$ cat src/rtl/seq_feeder.sv
// seq_feeder: drives the four-in-a-row sequence detector from a parallel
// pattern word. A job resets the detector, shifts the pattern into it LSB
// first (DIV setup cycles, one strobe cycle and one hold cycle per bit),
// samples the detector match flag after each bit and reports a saturating
// match count with busy/done handshaking.
//
// Optional feature macro: SEQ_FEEDER_MATCH_CNT_EN
//   defined   -> match_cnt counts bits after which det_match was 1
//   undefined -> match_cnt is constant 0 and det_match is ignored

module seq_feeder #(
    parameter int PAT_W = 8,
    parameter int DIV   = 4
) (
    input  logic             clk,
    input  logic             rst,
    input  logic             start,
    input  logic             abort,
    input  logic [PAT_W-1:0] pattern,
    input  logic [3:0]       len,
    input  logic             det_match,
    output logic             det_bit,
    output logic             det_stb,
    output logic             det_rst_n,
    output logic             busy,
    output logic             done,
    output logic [3:0]       match_cnt
);

    // Bit index wide enough for PAT_W positions; setup counter for DIV cycles
    // (DIV is at least 2, so DIV_W is at least 1)
    localparam int IDX_W = (PAT_W > 1) ? $clog2(PAT_W) : 1;
    localparam int DIV_W = $clog2(DIV);
    localparam logic [DIV_W-1:0] DIV_LAST = DIV_W'(DIV - 1);

    typedef enum logic [2:0] {
        IDLE,
        SETUP,
        PULSE,
        HOLD,
        FINISH
    } state_t;

    state_t           state;
    state_t           state_nxt;

    logic [PAT_W-1:0] pat_q;
    logic [PAT_W-1:0] pat_nxt;
    logic [IDX_W-1:0] last_idx;
    logic [IDX_W-1:0] last_nxt;
    logic [IDX_W-1:0] bit_idx;
    logic [IDX_W-1:0] idx_nxt;
    logic [DIV_W-1:0] div_cnt;
    logic [DIV_W-1:0] div_nxt;

    logic             det_bit_nxt;
    logic             det_stb_nxt;
    logic             det_rst_n_nxt;
    logic             busy_nxt;
    logic             done_nxt;

    logic [31:0]      len_ext;
    logic [31:0]      len_clamped;
    logic [IDX_W-1:0] last_from_len;
    logic             accept;

    // Lengths longer than the pattern are clamped; the job stores the index
    // of its last bit rather than the length itself
    assign len_ext       = {28'd0, len};
    assign len_clamped   = (len_ext > 32'(PAT_W)) ? 32'(PAT_W) : len_ext;
    assign last_from_len = IDX_W'(len_clamped - 32'd1);

    // A job starts only from IDLE, with a nonzero length and no abort
    assign accept = (state == IDLE) && start && !abort && (len != 4'd0);

    // State register
    always_ff @(posedge clk or negedge rst) begin
        if (!rst) begin
            state <= IDLE;
        end else begin
            state <= state_nxt;
        end
    end

    // Next-state and next-output decode; strobe and detector reset default
    // to their idle levels so they pulse only where explicitly requested
    always_comb begin
        state_nxt     = state;
        pat_nxt       = pat_q;
        last_nxt      = last_idx;
        idx_nxt       = bit_idx;
        div_nxt       = div_cnt;
        det_bit_nxt   = det_bit;
        det_stb_nxt   = 1'b0;
        det_rst_n_nxt = 1'b1;
        busy_nxt      = busy;
        done_nxt      = 1'b0;

        case (state)
            IDLE: begin
                if (accept) begin
                    state_nxt     = SETUP;
                    pat_nxt       = pattern;
                    last_nxt      = last_from_len;
                    idx_nxt       = '0;
                    div_nxt       = '0;
                    det_bit_nxt   = pattern[0];
                    busy_nxt      = 1'b1;
                    det_rst_n_nxt = 1'b0;
                end
            end

            SETUP: begin
                if (abort) begin
                    state_nxt = IDLE;
                    busy_nxt  = 1'b0;
                end else if (div_cnt == DIV_LAST) begin
                    state_nxt   = PULSE;
                    det_stb_nxt = 1'b1;
                end else begin
                    div_nxt = div_cnt + 1'b1;
                end
            end

            PULSE: begin
                if (abort) begin
                    state_nxt = IDLE;
                    busy_nxt  = 1'b0;
                end else begin
                    state_nxt = HOLD;
                end
            end

            HOLD: begin
                if (abort) begin
                    state_nxt = IDLE;
                    busy_nxt  = 1'b0;
                end else if (bit_idx == last_idx) begin
                    state_nxt = FINISH;
                    busy_nxt  = 1'b0;
                    done_nxt  = 1'b1;
                end else begin
                    state_nxt   = SETUP;
                    idx_nxt     = bit_idx + 1'b1;
                    div_nxt     = '0;
                    det_bit_nxt = pat_q[idx_nxt];
                end
            end

            FINISH: begin
                state_nxt = IDLE;
            end

            default: begin
                state_nxt = IDLE;
                busy_nxt  = 1'b0;
            end
        endcase
    end

    // Job context and registered detector/handshake outputs
    always_ff @(posedge clk or negedge rst) begin
        if (!rst) begin
            pat_q     <= '0;
            last_idx  <= '0;
            bit_idx   <= '0;
            div_cnt   <= '0;
            det_bit   <= 1'b0;
            det_stb   <= 1'b0;
            det_rst_n <= 1'b1;
            busy      <= 1'b0;
            done      <= 1'b0;
        end else begin
            pat_q     <= pat_nxt;
            last_idx  <= last_nxt;
            bit_idx   <= idx_nxt;
            div_cnt   <= div_nxt;
            det_bit   <= det_bit_nxt;
            det_stb   <= det_stb_nxt;
            det_rst_n <= det_rst_n_nxt;
            busy      <= busy_nxt;
            done      <= done_nxt;
        end
    end

`ifdef SEQ_FEEDER_MATCH_CNT_EN
    // Count bits after which the detector reported four equal, saturating at
    // 15; cleared on accept and frozen by an abort
    always_ff @(posedge clk or negedge rst) begin
        if (!rst) begin
            match_cnt <= 4'd0;
        end else if (accept) begin
            match_cnt <= 4'd0;
        end else if ((state == HOLD) && !abort && det_match && (match_cnt != 4'd15)) begin
            match_cnt <= match_cnt + 4'd1;
        end
    end
`else
    logic unused_det_match;
    assign unused_det_match = det_match;
    assign match_cnt        = 4'd0;
`endif

endmodule

$ cat config.mk
export PLATFORM = sky130hd
export DESIGN_NAME = seq_feeder
export DESIGN_NICKNAME = d
export VERILOG_FILES = /design/src/rtl/seq_feeder.sv
export SDC_FILE = /design/constraint.sdc
export NUM_CORES = 1
export LEC_CHECK = 0
export CORE_ASPECT_RATIO = 1.1
export CORE_MARGIN = 4
export CORE_UTILIZATION = 45
export DETAILED_ROUTE_END_ITERATION = 16
export PLACE_DENSITY = 0.8
export SETUP_SLACK_MARGIN = 0.4
export SKIP_CTS_REPAIR_TIMING = 1
export SYNTH_ARGS = -nofsm -noshare
export SYNTH_HDL_FRONTEND = slang
export SYNTH_SLANG_ARGS = --single-unit
export TNS_END_PERCENT = 30
$ cat constraint.sdc
create_clock -name clk -period 1.85 [get_ports clk]
set_input_delay 0.2775 -clock clk [delete_from_list [all_inputs] [get_ports clk]]
set_output_delay 0.2775 -clock clk [all_outputs]
set_load 0.02 [all_outputs]
==> metrics.cfg, run 1 <==
[status]
status=finished, final reports clean

[clock_tree]
cts.sinks=24
insertion_delay_ps=310
cts_tree=built
cts.clk_slew.worst_paths_ps=130
clk_path_buf_depth=2
cts_buffers=3
htreeDepth=1
clockRootBuffer=clkbuf_4

[layout]
drive_gt1_frac=0.324
layout.nets=163
final_util=0.650
syn_to_final_growth_pct=32.5
diodes=0
final_common_cell=dfrtp_1
final_cells=173
nFillCells=208
layout_common_cells=19 x dfrtp_1, 15 x clkdlybuf4s50_1, 11 x buf_4

[pwr]
design_power_total_mw=1.20
p_per_area_nw_per_um2=715
peakVddDrop_uv=493
clockPowerShare=0.228
combPwrFrac=0.241
p_sw_frac=0.266
p_int_mw=0.884
seq_power_share=0.531
power.leakage_nw=0.782
p_switching_mw=0.320

[place]
gp_congestion=0.778
dpl.hpwl_mm=1.76
portBuffers=20
dpl.cell_count=164

[grt]
antenna_found_initial=0
grt_pass1_wl_mm=4.11
grt_pass1_vias=949
track_usage=0.142
grt_max_degree=25
gr-total-overflow=0

[yosys]
synth_area_um2=1270
ys_seq_area_frac=0.473
synth_top_area_share=0.453
syn_inst=109
yosys_warnings=0
postSynthAreaPerCell_um2=11.7
synth_area_leader_cell=dfrtp_1
synth_edf_count=0
async_flop_share=1.00
synth.distinct_cells=42
yosys-top-cells-area=dfrtp_1 45%, mux2_2 9.7%, mux4_1 4.1%, ha_1 3.0%, buf_4 2.4%
synth_ff_type=dfrtp_1
ys_seq_elements=24

[worst_setup_path]
timing.reg2reg.setup_slack_ps=100
end_kind=flip-flop
crit_required_ps=2060
crit_path_start_kind=flip-flop
reg2reg_to=div_cnt[1]
critPathKind=reg -> reg
critPathMaxFanout=3
rr_worst_depth=5
worstPathArrival_ps=1960
timing.rr.start=div_cnt[0]

[route]
wl_mm=2.49
drt_iter0_markers=24
ant_nets=0
vias=940
first_pass_iters=4
drc=0
routedWlPerCell_um=14.4
via_per_inst=5.43

[sta]
timing.final.crit_share=0.946
final.min_clock_period_ps=1750
hold_viol=0
rsz0062_at_grt=yes
setup_viol=0
clock_skew_ps=2.77
fin_tns_setup_ps=0
drv_slew=0
max_freq_ghz=0.571

[min_path]
hp-class=in -> async

[floorplan]
die_y_um=63.7
rows=19
die_w_um=58.7
die-area_um2=3740
io_pins=26
initial_utilization=0.491
core-area_um2=2590

[job]
maxCapViolCount=0

[power groups by stage]
stage               Clock (mW)  Combinational (mW)  Sequential (mW)
floorplan                    0               0.175            0.647
global placement             0               0.272            0.645
detailed placement           0               0.283            0.650
CTS                      0.279               0.283            0.638
global route             0.305               0.322            0.649
finish                   0.275               0.290            0.639
[state kept, by name, summed over array words and instances (netlist names)]
name       flops
pat_q          8
bit_idx        3
last_idx       3
state          3
div_cnt        2
busy           1
det_bit        1
det_rst_n      1
det_stb        1
done           1
[how the worst max path moves through the flow]
stage / slack, ps / end / startpoint / depth (start not counted)
global route: 30 / div_cnt[1] / div_cnt[0] / 5
global placement: -160 / div_cnt[0] / len[3] / 6
detailed placement: -190 / div_cnt[1] / len[3] / 6
CTS: 90 / div_cnt[1] / div_cnt[1] / 5
floorplan: 190 / div_cnt[0] / div_cnt[0] / 5
finish: 100 / div_cnt[1] / div_cnt[0] / 5
[cells in the mapped netlist, types with 3 or more instances]
master and instances:
dfrtp_1 23, mux2_2 11, inv_1 5, a21oi_1 4, buf_4 4, nand2b_1 4, nor2_1 4, o21ai_0 4
clkbuf_1 3, ha_1 3, nor3b_1 3, xor2_1 3
[kinds of logic after synthesis]
| kind of cell | count (synthesis) | share of synthesized area |
|---|---|---|
| and+or+nand+nor | 28 | 0.135 |
| DFF | 24 | 0.473 |
| AOI/OAI and AO/OA | 19 | 0.104 |
| muxes | 16 | 0.164 |
| buffers and inverters | 13 | 0.0561 |
| xor gates and xnor gates | 5 | 0.0345 |
| adders and majority gates | 3 | 0.0295 |
| other | 1 | 0.00295 |
[metal layers]
layer | wire length [um] | track usage | vias to the layer above
met2 | 1290 | 0.244 | 17
met1 | 1080 | 0.171 | 463
met5 | 0 | 0 | -
met3 | 71 | 0.0181 | 4
li1 | - | - | 456
met4 | 43 | 0.0765 | 0
[critical path, stage by stage (launching register included)]
cell	delay, ps
dfrtp_1	430
ha_2	180
nor2b_4	120
mux2_4	260
a2111o_1	350
mux2_4	310
[through the flow]
| step | area [um2] | worst slack (ps) | hold slack, ps |
|---|---|---|---|
| after global placement | 1570 | -160 | 478 |
| after CTS | 1610 | 87.4 | 308 |
| final | 1680 | 99.8 | 307 |
| after floorplan | 1320 | 189 | -18.1 |
| after global routing | 1680 | 28.9 | 320 |
| after detailed placement | 1570 | -192 | 493 |
[cell type report]
class / instances / area [um2] / share of cell area
clock buffer: 4 / 36.3 / 0.0215
sequential: 24 / 607 / 0.360
tap: 31 / 38.8 / 0.0230
timing repair buffer: 33 / 305 / 0.181
inverter: 5 / 18.8 / 0.0111
multi-input combinational: 76 / 678 / 0.403
No activity file was read; power rests on OpenSTA's default activity.
==> run 2, diff against run 1 <==
- PLACE_DENSITY: 0.8 -> 0.77
- REMOVE_ABC_BUFFERS: not set -> 1
- TNS_END_PERCENT: 30 -> 50
- clock period: 1.85 -> 2.25 ns (I/O delays scaled with it)
==> metrics.cfg, run 2 (same netlist as run 1, synthesis figures left out) <==
[status]
status=finished, final reports clean

[sta]
hold_viol=0  ; unchanged
max_freq_ghz=0.553  ; -3.2%
timing.hold.ws_ps=400  ; +93.1 ps
fin_tns_setup_ps=0  ; unchanged
clock_skew_ps=11.1  ; +8.32 ps
maxSlewHeadroom=0.586
drv_slew=0  ; unchanged
final.min_clock_period_ps=1810  ; +57.4 ps
setup_viol=0  ; unchanged
worst_slew_pin_slew_ps=620
timing.final.crit_share=0.803  ; -0.143
rsz0062_at_grt=yes
worst_slack_ps=442  ; +343 ps

[clock_tree]
cts_tree=built
clockRootBuffer=clkbuf_4
cts.sinks=24  ; unchanged
htreeDepth=1  ; unchanged
cts_buffers=3  ; unchanged
clk_path_buf_depth=2  ; unchanged
insertion_delay_ps=310  ; about the same
cts.clk_slew.worst_paths_ps=130  ; about the same

[worst_setup_path]
crit_chain=ha_1 -> nor2b_1 -> mux2_4 -> a2111o_1 -> mux2_1
crit_family=multiplexers
critPathCapture=div_cnt[1]
critPathKind=reg -> reg
timing.reg2reg.setup_slack_ps=440  ; +340 ps
critPathMaxFanout=3  ; unchanged
path_buf_inv=0  ; unchanged
worstPathArrival_ps=2020  ; +60 ps
cp.depth=5  ; unchanged
crit_required_ps=2460  ; +400 ps
rr_worst_depth=5  ; unchanged
end_kind=flip-flop
max_stage_delay_ps=420  ; about the same
crit_path_start_kind=flip-flop
reg2reg_to=div_cnt[1]
timing.rr.start=div_cnt[0]
crit_slowest_cell=dfrtp_1
worstSetupStartpoint=div_cnt[0]

[place]
gp_congestion=0.842  ; +8.3%
portBuffers=20  ; unchanged
dpl.hpwl_mm=1.76  ; -0.36%
post-place-ws_ps=95.0  ; +287 ps

[route]
via_per_inst=5.40  ; -0.57%
drt_iter0_markers=21  ; -13%
vias=886  ; -5.7%
drc=0  ; unchanged
first_pass_iters=4  ; unchanged
ant_nets=0  ; unchanged
wl_mm=2.30  ; -7.6%
routedWlPerCell_um=14.0  ; -2.5%

[layout]
final_util=0.604  ; -0.0464
largest_reg_flops=8  ; unchanged
max_flop_register=pat_q
syn_to_final_growth_pct=23.0
diodes=0  ; unchanged
layout_common_cells=22 x dfrtp_1, 20 x clkdlybuf4s50_1, 10 x mux2_2
final_common_cell=dfrtp_1
layout.nets=154  ; -5.5%
drive_gt1_frac=0.203  ; -0.121

[pwr]
peakVddDrop_uv=498  ; +1.0%
p_per_area_nw_per_um2=599  ; -16%
design_power_total_mw=0.936  ; -22%
power.leakage_nw=0.698  ; -11%

[min_path]
hp-class=in -> async

[floorplan]
die_w_um=58.7  ; unchanged
die_y_um=63.7  ; unchanged
core-area_um2=2590  ; unchanged
die-area_um2=3740  ; unchanged
initial_utilization=0.491  ; unchanged
rows=19  ; unchanged
io_pins=26  ; unchanged

[grt]
grt_pass1_vias=904  ; -4.7%
grt_pass1_wl_mm=3.97  ; -3.4%
gr-total-overflow=0  ; unchanged
track_usage=0.135  ; -0.00774
antenna_found_initial=0  ; unchanged
grt_max_degree=15  ; -40%

[job]
maxCapViolCount=0  ; unchanged

-- run 2: cell count changes in the layout (fill, tap and decap cells not counted), moves of 3 or more --
cell,previous run,this run
clkdlybuf4s50_1,15,20
dlymetal6s2s_1,5,0
dfrtp_2,4,1
dfrtp_1,19,22
buf_4,11,5
-- run 2: cell type report --
cell class                 count  area (um2)
tap                           31        38.8
fill                         210        1030
clock buffer                   4        26.3
timing repair buffer          25         238
sequential                    24         603
multi-input combinational     75         639
inverter                       5        18.8
-- run 2: where the power goes --
group,internal [mW],switching (mW)
Combinational,0.128,0.0933
Clock,0.0691,0.120
Sequential,0.490,0.0359
Total,0.687,0.249
-- run 2: metrics by stage --
| step | cells | cell area, um2 |
|---|---|---|
| floorplan | 104 | 1230 |
| global placement | 159 | 1500 |
| detailed placement | 159 | 1500 |
| CTS | 163 | 1530 |
| global route | 164 | 1560 |
| finish | 164 | 1560 |
-- run 2: how the worst min path moves through the flow --
stage / endpoint / slack, ps / depth (start not counted)
2_1_floorplan: bit_idx[0] / 40 / 0
3_3_place_gp: pat_q[0] / 480 / 1
3_5_place_dp: pat_q[5] / 490 / 1
4_1_cts: bit_idx[1] / 410 / 1
5_1_grt: done / 440 / 1
6_report: done / 400 / 1
-- run 2: metal layers --
| layer | wire length (um) | share of wire | up-vias | GRT usage |
|---|---|---|---|---|
| met3 | 116 | 0.051 | 2 | 0.0181 |
| met4 | 16 | 0.0070 | 0 | 0.0510 |
| li1 | - | - | 435 | - |
| met5 | 0 | 0 | - | 0 |
| met1 | 1020 | 0.45 | 428 | 0.180 |
| met2 | 1140 | 0.50 | 21 | 0.221 |
